--- src/rtl/mips_data_bridge_if.sv ---
// Avalon-style data bus between the bridge (master) and data memory (slave).
// Latency: none, wires only.
// Backpressure: slave stalls the master with mem_waitrequest.
interface mips_data_bridge_if;
    logic [31:0] mem_address;
    logic        mem_read;
    logic        mem_write;
    logic [31:0] mem_writedata;
    logic [31:0] mem_readdata;
    logic        mem_waitrequest;

    modport master (
        output mem_address, mem_read, mem_write, mem_writedata,
        input  mem_readdata, mem_waitrequest
    );

    modport slave (
        input  mem_address, mem_read, mem_write, mem_writedata,
        output mem_readdata, mem_waitrequest
    );
endinterface

--- src/rtl/mips_data_bridge.sv ---
// Stalling bridge from the CPU data port to a wait-stated Avalon-style data memory.
// Latency: 3 cycles for a zero-wait access (+1 per waitrequest cycle), 2 for a misaligned abort.
// Backpressure: CPU is frozen via cpu_clk_enable; bus strobes are held while mem_waitrequest=1.
module mips_data_bridge #(
    parameter int unsigned TIMEOUT_CYCLES = 64,
    parameter logic [31:0] ERR_DATA       = 32'hDEADBEEF
) (
    input  logic                       clk,
    input  logic                       reset,
    input  logic                       run_enable,
    output logic                       cpu_clk_enable,
    input  logic [31:0]                data_address,
    input  logic                       data_read,
    input  logic                       data_write,
    input  logic [31:0]                data_writedata,
    output logic [31:0]                data_readdata,
    mips_data_bridge_if.master         mem,
    output logic [2:0]                 bus_error,
    output logic [31:0]                stall_count
);

    typedef enum logic [1:0] {IDLE, READ, WRITE, DONE} state_t;

    state_t      state_q, state_d;
    logic [31:0] addr_q, addr_d;
    logic [31:0] wdata_q, wdata_d;
    logic        rd_q, rd_d;
    logic        wr_q, wr_d;
    logic [31:0] result_q, result_d;
    logic [2:0]  err_q, err_d;
    logic [31:0] stall_q, stall_d;
    logic [31:0] wait_q, wait_d;

    assign mem.mem_address   = addr_q;
    assign mem.mem_read      = rd_q;
    assign mem.mem_write     = wr_q;
    assign mem.mem_writedata = wdata_q;
    assign data_readdata     = result_q;
    assign bus_error         = err_q;
    assign stall_count       = stall_q;

    // Next-state, bus strobes, error flags and the CPU clock enable.
    always_comb begin
        state_d        = state_q;
        addr_d         = addr_q;
        wdata_d        = wdata_q;
        rd_d           = rd_q;
        wr_d           = wr_q;
        result_d       = result_q;
        err_d          = err_q;
        wait_d         = wait_q;
        cpu_clk_enable = run_enable;

        case (state_q)
            IDLE: begin
                if (data_read || data_write) begin
                    // Freeze the CPU the moment it asks; latch only when the system runs.
                    cpu_clk_enable = 1'b0;
                    if (run_enable) begin
                        wait_d = 32'd0;
                        if (data_address[1:0] != 2'b00) begin
                            err_d[1] = 1'b1;
                            result_d = ERR_DATA;
                            state_d  = DONE;
                        end else if (data_write) begin
                            addr_d  = {data_address[31:2], 2'b00};
                            wdata_d = data_writedata;
                            wr_d    = 1'b1;
                            state_d = WRITE;
                            if (data_read) begin
                                err_d[2] = 1'b1;
                            end
                        end else begin
                            addr_d  = {data_address[31:2], 2'b00};
                            rd_d    = 1'b1;
                            state_d = READ;
                        end
                    end
                end
            end
            READ, WRITE: begin
                // Bus protocol wins over run_enable: strobes stay up until accepted.
                cpu_clk_enable = 1'b0;
                if (!mem.mem_waitrequest) begin
                    rd_d    = 1'b0;
                    wr_d    = 1'b0;
                    state_d = DONE;
                    if (state_q == READ) begin
                        result_d = mem.mem_readdata;
                    end
                end else begin
                    wait_d = wait_q + 32'd1;
                    if ((TIMEOUT_CYCLES != 0) && (wait_d == TIMEOUT_CYCLES)) begin
                        rd_d     = 1'b0;
                        wr_d     = 1'b0;
                        err_d[0] = 1'b1;
                        result_d = ERR_DATA;
                        state_d  = DONE;
                    end
                end
            end
            DONE: begin
                // Leave only on the edge where the CPU actually commits.
                if (run_enable) begin
                    state_d = IDLE;
                end
            end
            default: state_d = IDLE;
        endcase

        stall_d = stall_q;
        if (run_enable && !cpu_clk_enable && (stall_q != 32'hFFFF_FFFF)) begin
            stall_d = stall_q + 32'd1;
        end
    end

    // State and datapath registers; reset clears everything, even mid-transaction.
    always_ff @(posedge clk or negedge reset) begin
        if (!reset) begin
            state_q  <= IDLE;
            addr_q   <= 32'd0;
            wdata_q  <= 32'd0;
            rd_q     <= 1'b0;
            wr_q     <= 1'b0;
            result_q <= 32'd0;
            err_q    <= 3'b000;
            stall_q  <= 32'd0;
            wait_q   <= 32'd0;
        end else begin
            state_q  <= state_d;
            addr_q   <= addr_d;
            wdata_q  <= wdata_d;
            rd_q     <= rd_d;
            wr_q     <= wr_d;
            result_q <= result_d;
            err_q    <= err_d;
            stall_q  <= stall_d;
            wait_q   <= wait_d;
        end
    end

endmodule
--- src/flat_wrapper.sv ---
// flat-port wrapper written by rule: the top's interface ports become plain ports
module mips_data_bridge_flat 
#(
    parameter int unsigned TIMEOUT_CYCLES = 64,
    parameter logic [31:0] ERR_DATA       = 32'hDEADBEEF
)
  (clk, reset, run_enable, cpu_clk_enable, data_address, data_read, data_write, data_writedata, data_readdata, bus_error, stall_count, mem_mem_address, mem_mem_read, mem_mem_write, mem_mem_writedata, mem_mem_readdata, mem_mem_waitrequest);
  mips_data_bridge_if mem_i ();
  input  logic clk;
  input  logic reset;
  input  logic run_enable;
  output logic cpu_clk_enable;
  input  logic [31:0] data_address;
  input  logic data_read;
  input  logic data_write;
  input  logic [31:0] data_writedata;
  output logic [31:0] data_readdata;
  output logic [2:0] bus_error;
  output logic [31:0] stall_count;
  output wire logic [$bits(mem_i.mem_address)-1:0] mem_mem_address;
  output wire logic [$bits(mem_i.mem_read)-1:0] mem_mem_read;
  output wire logic [$bits(mem_i.mem_write)-1:0] mem_mem_write;
  output wire logic [$bits(mem_i.mem_writedata)-1:0] mem_mem_writedata;
  input wire logic [$bits(mem_i.mem_readdata)-1:0] mem_mem_readdata;
  input wire logic [$bits(mem_i.mem_waitrequest)-1:0] mem_mem_waitrequest;
  assign mem_mem_address = mem_i.mem_address;
  assign mem_mem_read = mem_i.mem_read;
  assign mem_mem_write = mem_i.mem_write;
  assign mem_mem_writedata = mem_i.mem_writedata;
  assign mem_i.mem_readdata = mem_mem_readdata;
  assign mem_i.mem_waitrequest = mem_mem_waitrequest;
  mips_data_bridge #(.TIMEOUT_CYCLES(TIMEOUT_CYCLES), .ERR_DATA(ERR_DATA)) u_core (.clk(clk), .reset(reset), .run_enable(run_enable), .cpu_clk_enable(cpu_clk_enable), .data_address(data_address), .data_read(data_read), .data_write(data_write), .data_writedata(data_writedata), .data_readdata(data_readdata), .mem(mem_i), .bus_error(bus_error), .stall_count(stall_count));
endmodule
--- config.mk ---
export PLATFORM = sky130hd
export DESIGN_NAME = mips_data_bridge_flat
export DESIGN_NICKNAME = d
export VERILOG_FILES = /design/src/rtl/mips_data_bridge_if.sv /design/src/rtl/mips_data_bridge.sv /design/src/flat_wrapper.sv
export SDC_FILE = /design/constraint.sdc
export NUM_CORES = 1
export LEC_CHECK = 0
export CORE_MARGIN = 5
export CORE_UTILIZATION = 50
export DETAILED_ROUTE_END_ITERATION = 12
export DONT_BUFFER_PORTS = 1
export GPL_TIMING_DRIVEN = 0
export PLACE_DENSITY_LB_ADDON = 0.12
export SYNTH_ARGS = -nofsm -noshare
export SYNTH_HDL_FRONTEND = slang
export SYNTH_SLANG_ARGS = --single-unit
--- constraint.sdc ---
create_clock -name clk -period 3.9 [get_ports clk]
set_input_delay 0.39 -clock clk [delete_from_list [all_inputs] [get_ports clk]]
set_output_delay 0.39 -clock clk [all_outputs]
set_load 0.005 [all_outputs]
==> qor.csv, run 1 <==
stage,metric,value,unit
clocking,clk sink count,165,
critical_path,launching element type of the critical path,register,
yosys,most frequent cell after synthesis,sky130_fd_sc_hd__dfrtp_1,
critical_path,endpoint type of the worst setup path,register,
layout,fill cell instance count of the final layout,1366,
detailed_routing,total via count after detailed routing,5963,
timing,count of pins over their slew limit,0,
layout,area growth from synthesis to layout,10.3,%
critical_path,CP arrival,3.73,ns
timing,maximum frequency from static timing analysis,293,MHz
floorplanning,effective utilization at floorplan,50.5,%
critical_path,crit path max-delay cell type,sky130_fd_sc_hd__dfrtp_1,
timing,number of setup violations in the final report,0,
detailed_routing,DRC,0,
clocking,Post-CTS Setup Repair Bufs,0,
power_and_ir_drop,Design Power,5810,uW
power_and_ir_drop,Power per Cell Area,662,nW/um^2
critical_path,peak per-stage delay on the critical path,0.45,ns
timing,Hold Fails Final Rpt,165,
yosys,flip-flop and latch count after synthesis,165,
critical_path,crit-path most repeated cell,sky130_fd_sc_hd__and4_1,
power_and_ir_drop,Worst VDD drop,0.000430,V
yosys,count of flip-flops with a built-in enable after synthesis,0,
global_routing,first-pass GRT wire length,31400,um
place,number of port buffers,0,
clocking,Clock Pin Slew Worst Setup and Hold Paths,0.07,ns
layout,number of nets at the end of the flow,892,
critical_path,"critical path, cell by cell",ha_1 -> and4_1 -> and4_1 -> clkbuf_1 -> buf_2 -> nand4_1 -> nor3_1 -> o22ai_1 -> nor4_4 -> o21ai_2 -> buf_6 -> a22o_1,
yosys,total number of yosys warnings,0,
outcome,failing checks,hold timing,
clocking,maximum level of the CTS H-tree,4,
yosys,Synth Flop Type,sky130_fd_sc_hd__dfrtp_1,
yosys,top post-synthesis cells by count,"165 x sky130_fd_sc_hd__dfrtp_1, 69 x sky130_fd_sc_hd__nor2_1, 66 x sky130_fd_sc_hd__mux2_2",
floorplanning,core area,15800,um^2
detailed_routing,Final Routed Wirelength,20200,um
clocking,cts repair resizes,0,
power_and_ir_drop,P_leak,0.00393,uW
layout,share of the core filled with cells in the final layout,55.7,%
timing,worst-case hold slack,-0.347,ns
yosys,cells after synthesis,763,
global_routing,GR Util All Layers,21.6,%
critical_path,critical path peak fanout,10,
global_routing,initial antenna violation count,0,
detailed_routing,average routed wire per standard cell,20.0,um
yosys,cell types with the largest area share after synthesis,"sky130_fd_sc_hd__dfrtp_1 52%, sky130_fd_sc_hd__mux2_2 9.3%, sky130_fd_sc_hd__nor2_1 3.3%, sky130_fd_sc_hd__o21ai_0 2.8%, sky130_fd_sc_hd__nand3_1 2.3%",
timing,shortest clock period the worst path allows after layout,3.41,ns
yosys,synthesized area divided by synthesized cell count,10.4,um^2
timing,headroom to the max-slew limit,38.5,%
yosys,Yosys top cell area share,51.9,%
floorplanning,die extent in y,136,um
yosys,share of flip-flops with an asynchronous set or reset,100,%
timing,RSZ-0062 raised after global routing,false,
floorplanning,full die area,18500,um^2
timing,setup clock skew after layout,0.0121,ns
outcome,status,finished with violations,
critical_path,"Buf+Inv Stages, Crit Path",3,
critical_path,category of the most critical setup path,register to register,
floorplanning,Placement Rows,46,
detailed_routing,DR vias/cell,5.89,
yosys,Cell variety after synth,60,
clocking,clock root buffer,sky130_fd_sc_hd__clkbuf_16,
clocking,CTS Buf Count,17,
layout,share of cells above drive strength 1,17.5,%
timing,crit share post-route,87.6,%
timing,final sum of negative setup slack,0,ns
floorplanning,I/O pin count,236,
detailed_routing,Iteration-0 DRC Markers,348,
global_routing,Congestion Overflow GR,0,
critical_path,category of cells accounting for the largest share of critical-path delay,simple AND/OR/NAND/NOR gates,
clocking,maximum clock path buffer count,2,
critical_path,data required time of the worst path,4.21,ns
place,weighted congestion at the end of routability-driven global placement,0.902,
job,number of max-capacitance violations reported,0,
global_routing,via count of the first global-routing pass,5752,
detailed_routing,number of optimization iterations in the first detailed-route pass,5,
yosys,sequential-to-total area share from yosys stat,51.9,%
layout,Antenna diodes,0,
floorplanning,Die Span X,136,um
min_path,Hold Path Class,input pin to asynchronous set/reset pin,
global_routing,maximum number of pins on one net before global-route repair,166,
detailed_routing,count of nets left with antenna violations after detail routing,0,
place,post-detail-place hpwl,15200,um
timing,pin slew with the least headroom to its limit,0.923,ns
yosys,Syn Std Cell Area,7960,um^2
clocking,CTS tree,done,
yosys,biggest area consumer among synthesized cells,sky130_fd_sc_hd__dfrtp_1,
clocking,clock latency on the worst-skew pair,0.43,ns
## power breakdown
| part | internal (uW) | switching, uW | leakage [uW] |
|---|---|---|---|
| Combinational | 680 | 957 | 0.00162 |
| Clock | 840 | 695 | 0.000249 |
| Sequential | 2190 | 447 | 0.00207 |
## logic make-up after synthesis
kind of cell,after synthesis,share of synthesized area (%)
and+or+nand+nor,262,17.0
DFF,165,51.9
AOI/OAI and AO/OA,142,11.8
buffers and inverters,80,4.37
muxes,69,9.71
xor gates and xnor gates,37,4.07
adders and majority gates,7,1.10
other,1,0.0471
## final timing paths
path | start | end | slack, ns | cells after the start
worst max-delay path | u_core.wait_q[0] | u_core.data_readdata[29] | 0.49 | 12
worst min-delay path | reset | u_core.mem.mem_address[29] | -0.35 | 0
worst max register to register | u_core.wait_q[0] | u_core.data_readdata[29] | 0.49 | 12
worst min register to register | u_core.bus_error[2] | u_core.bus_error[2] | 0.49 | 1
max in group asynchronous | reset | u_core.wait_q[20] | 4.01 | 0
min in group clk | data_read | u_core.bus_error[2] | 0.08 | 1
## through the flow
stage | setup slack [ns] | hold slack, ns | cell area (um^2) | std cells
after floorplan | 1.07 | 0.0944 | 7960 | 764
after global placement | 0.593 | 0.0984 | 8230 | 980
after detailed placement | 0.528 | 0.0984 | 8230 | 980
after CTS | 0.518 | -0.364 | 8780 | 1012
after global routing | 0.186 | -0.373 | 8780 | 1012
final | 0.485 | -0.347 | 8780 | 1012
## registers in the layout, summed over array words and instances (netlist names)
name and cells:
u_core.bus_error 3, u_core.data_readdata 32, u_core.mem.mem_address 30, u_core.mem.mem_read 1, u_core.mem.mem_write 1, u_core.mem.mem_writedata 32
u_core.stall_count 32, u_core.state_q 2, u_core.wait_q 32
## layout by cell type, fill, tap and decap left out, types with 8 or more instances in the layout
cell	instances
sky130_fd_sc_hd__nand4_1	22
sky130_fd_sc_hd__nor4_1	9
sky130_fd_sc_hd__and4_1	9
sky130_fd_sc_hd__and3_1	17
sky130_fd_sc_hd__nand3_1	37
sky130_fd_sc_hd__nand2_1	48
sky130_fd_sc_hd__nor2_1	69
sky130_fd_sc_hd__xor2_1	19
sky130_fd_sc_hd__clkbuf_16	17
sky130_fd_sc_hd__nor3_1	18
sky130_fd_sc_hd__a22o_1	10
sky130_fd_sc_hd__o31ai_1	11
sky130_fd_sc_hd__clkbuf_1	29
sky130_fd_sc_hd__dfrtp_1	165
sky130_fd_sc_hd__xnor2_1	18
sky130_fd_sc_hd__a31oi_1	8
sky130_fd_sc_hd__a21oi_1	17
sky130_fd_sc_hd__o21ai_0	45
sky130_fd_sc_hd__mux2_2	66
sky130_fd_sc_hd__a21oi_2	18
sky130_fd_sc_hd__inv_1	36
## layout make-up
cell class / count / area, um^2 / share of cell area [%]
Sequential cell: 165 / 4130 / 47.0
Multi-Input combinational cell: 519 / 3490 / 39.7
Clock buffer: 20 / 447 / 5.09
Tap cell: 216 / 270 / 3.08
Buffer: 44 / 213 / 2.42
Inverter: 36 / 135 / 1.54
Clock inverter: 12 / 98.8 / 1.13
## layer usage
| layer | vias up | GRT usage, % | routed length, um |
|---|---|---|---|
| li1 | 2750 | - | - |
| met1 | 2944 | 26.8 | 7860 |
| met2 | 238 | 36.4 | 10300 |
| met3 | 31 | 6.29 | 1640 |
| met4 | 0 | 7.00 | 410 |
| met5 | - | 0 | 0 |
(Power assumes the default switching activity.)
==> inputs of run 2 (changes only) <==
HOLD_SLACK_MARGIN = 0.03   (was unset)
clock period = 3.35 ns   (was 3.9 ns; I/O delays follow)
==> run 2 against run 1 <==
The flow still finishes with violations (hold timing). Worst setup slack got worse by 0.27 ns. Routed wire length increased by 0.29%. Hold slack worse by 0.054 ns. Register-to-register slack lost 0.27 ns. Die area unchanged. Maximum frequency increased by 8.8%. Power up 17%. Count of clock-buffer cells in the layout unchanged. Cell count decreased by 0.20%. Non-clock buffer count shrank 2. Design area is 0.54% higher. Sequential power rose by 17%.
==> qor.csv, run 2 (synthesis results as in run 1) <==
stage,metric,value,unit,change
outcome,status,finished with violations,,
outcome,failing checks,hold timing,,
timing,Hold Fails Final Rpt,165,,unchanged
global_routing,Congestion Overflow GR,0,,unchanged
layout,share of cells above drive strength 1,18.6,%,+1.2 points
layout,storage element area,4130,um^2,about the same
timing,headroom to the max-slew limit,45.7,%,+7.2 points
power_and_ir_drop,Power per Cell Area,769,nW/um^2,+16%
global_routing,first-pass GRT wire length,31400,um,about the same
power_and_ir_drop,Design Power,6790,uW,+17%
floorplanning,full die area,18500,um^2,unchanged
clocking,clock latency on the worst-skew pair,0.43,ns,about the same
timing,shortest clock period the worst path allows after layout,3.14,ns,-0.277 ns
detailed_routing,count of nets left with antenna violations after detail routing,0,,unchanged
timing,count of pins over their slew limit,0,,unchanged
layout,area occupied by multi-input gates,3520,um^2,+1.0%
layout,area growth from synthesis to layout,10.9,%,
clocking,maximum clock path buffer count,2,,unchanged
floorplanning,die extent in y,136,um,unchanged
clocking,clock root buffer,sky130_fd_sc_hd__clkbuf_16,,
critical_path,critical path peak fanout,10,,unchanged
layout,"most common cell after layout, fill and taps aside",sky130_fd_sc_hd__dfrtp_1,,
floorplanning,Die Span X,136,um,unchanged
timing,setup clock skew after layout,0.0124,ns,+0.000211 ns
global_routing,maximum number of pins on one net before global-route repair,166,,unchanged
critical_path,launching element type of the critical path,register,,
clocking,CTS Buf Count,17,,unchanged
clocking,clk sink count,165,,unchanged
layout,number of nets at the end of the flow,890,,-0.22%
detailed_routing,Iteration-0 DRC Markers,364,,+4.6%
detailed_routing,Final Routed Wirelength,20300,um,+0.29%
detailed_routing,number of optimization iterations in the first detailed-route pass,6,,+1
timing,maximum frequency from static timing analysis,319,MHz,+8.8%
detailed_routing,DRC,0,,unchanged
layout,Antenna diodes,0,,unchanged
detailed_routing,total via count after detailed routing,5919,,-0.74%
timing,number of setup violations in the final report,0,,unchanged
layout,share of the core filled with cells in the final layout,56.0,%,+0.30 points
timing,worst-case hold slack,-0.401,ns,-0.0540 ns
layout,most frequent cells in the layout,"163 x sky130_fd_sc_hd__dfrtp_1, 69 x sky130_fd_sc_hd__nor2_1, 66 x sky130_fd_sc_hd__mux2_2, 48 x sky130_fd_sc_hd__nand2_1, 45 x sky130_fd_sc_hd__o21ai_0",,
layout,fill cell instance count of the final layout,1363,,-0.22%
clocking,Clock Pin Slew Worst Setup and Hold Paths,0.07,ns,about the same
timing,RSZ-0062 raised after global routing,false,,
detailed_routing,DR vias/cell,5.86,,-0.54%
critical_path,internal reg-to-reg setup slack,0.21,ns,-0.27 ns
job,number of max-capacitance violations reported,0,,unchanged
power_and_ir_drop,P_leak,0.00396,uW,+0.54%
critical_path,category of the most critical setup path,register to register,,
place,weighted congestion at the end of routability-driven global placement,0.902,,unchanged
timing,final sum of negative setup slack,0,ns,unchanged
place,post-detail-place hpwl,15200,um,unchanged
global_routing,via count of the first global-routing pass,5755,,+0.052%
clocking,maximum level of the CTS H-tree,4,,unchanged
layout,final cell count without fillers,1010,,-0.20%
critical_path,reg2reg path depth,11,,-1
floorplanning,core area,15800,um^2,unchanged
place,placed instance count,980,,unchanged
critical_path,data required time of the worst path,3.66,ns,-0.55 ns
power_and_ir_drop,Worst VDD drop,0.000498,V,+16%
timing,crit share post-route,93.7,%,+6.1 points
critical_path,endpoint type of the worst setup path,register,,
clocking,Post-CTS Setup Repair Bufs,0,,unchanged
clocking,CTS tree,done,,
detailed_routing,average routed wire per standard cell,20.1,um,+0.49%
global_routing,initial antenna violation count,0,,unchanged
place,number of port buffers,0,,unchanged
critical_path,CP arrival,3.45,ns,-0.28 ns
global_routing,GR Util All Layers,21.6,%,about the same
floorplanning,I/O pin count,236,,unchanged
floorplanning,Placement Rows,46,,unchanged
timing,pin slew with the least headroom to its limit,0.807,ns,-0.115 ns
min_path,Hold Path Class,input pin to asynchronous set/reset pin,,
floorplanning,effective utilization at floorplan,50.5,%,unchanged
-- run 2: layout make-up --
cell class | count | area share, %
well taps | 216 | 3.06
repair buffers | 2 | 0.227
multi-input cells | 519 | 39.9
flip-flops and latches | 165 | 46.8
clock buffers | 20 | 5.06
clock inverters | 12 | 1.12
inverters | 36 | 1.53
plain buffers | 40 | 2.28
-- run 2: what timing repair did --
item,CTS,global route
hold endpoints to repair,166,166
hold buffers,1,1
resized for setup,1,13
setup endpoints to repair,6,38
pin swaps,0,1
-- run 2: metrics by stage --
step           area, um^2  worst slack (ns)
6_report             8830             0.212
5_1_grt              8830           0.00277
4_1_cts              8790           0.00852
3_5_place_dp         8230           -0.0218
3_3_place_gp         8230            0.0430
2_1_floorplan        7960             0.521
-- run 2: final timing paths --
kind                                           from                            to
max in group asynchronous                     reset  u_core.mem.mem_writedata[23]
min in group clk                  data_writedata[5]   u_core.mem.mem_writedata[5]
worst min-delay path                          reset    u_core.mem.mem_address[29]
worst max-delay path               u_core.wait_q[0]      u_core.data_readdata[29]
worst min register to register  u_core.bus_error[2]           u_core.bus_error[2]
worst max register to register     u_core.wait_q[0]      u_core.data_readdata[29]
-- run 2: critical path, cell delays in order (launching register included) --
cell and delay (ns):
sky130_fd_sc_hd__dfrtp_2 0.43, sky130_fd_sc_hd__ha_2 0.26, sky130_fd_sc_hd__and4_1 0.28, sky130_fd_sc_hd__and4_4 0.28, sky130_fd_sc_hd__clkbuf_4 0.20, sky130_fd_sc_hd__nand4_1 0.17, sky130_fd_sc_hd__a211oi_2 0.28, sky130_fd_sc_hd__nand4b_1 0.19
sky130_fd_sc_hd__nor4_4 0.44, sky130_fd_sc_hd__o21ai_4 0.13, sky130_fd_sc_hd__buf_6 0.17, sky130_fd_sc_hd__a22o_1 0.18
-- run 2: layer usage --
metal,up-vias,global-route usage (%),wire length (um)
li1,2746,-,-
met1,2926,26.8,7870
met2,220,36.4,10300
met3,27,6.29,1660
met4,0,7.00,397
met5,-,0,0
-- run 2: power breakdown --
part,internal (uW),switching (uW),leakage (uW)
clock,978,806,0.000249
sequential,2550,523,0.00207
combinational,804,1120,0.00164
==> inputs of run 3 (changes only) <==
SLEW_MARGIN = 20   (was unset)
clock period = 4 ns   (was 3.35 ns; I/O delays follow)
==> results of run 3 <==
The final DEF is identical to that of run 1. Status: finished with violations: hold timing.
Main changes from that run: setup slack after placement 0.528 ns -> 0.628 ns; setup slack after layout 0.485 ns -> 0.585 ns; hold slack -0.347 ns -> -0.337 ns; register-to-register setup slack 0.49 ns -> 0.59 ns; total power 5810 uW -> 5670 uW; worst IR drop on VDD 0.000430 V -> 0.000419 V
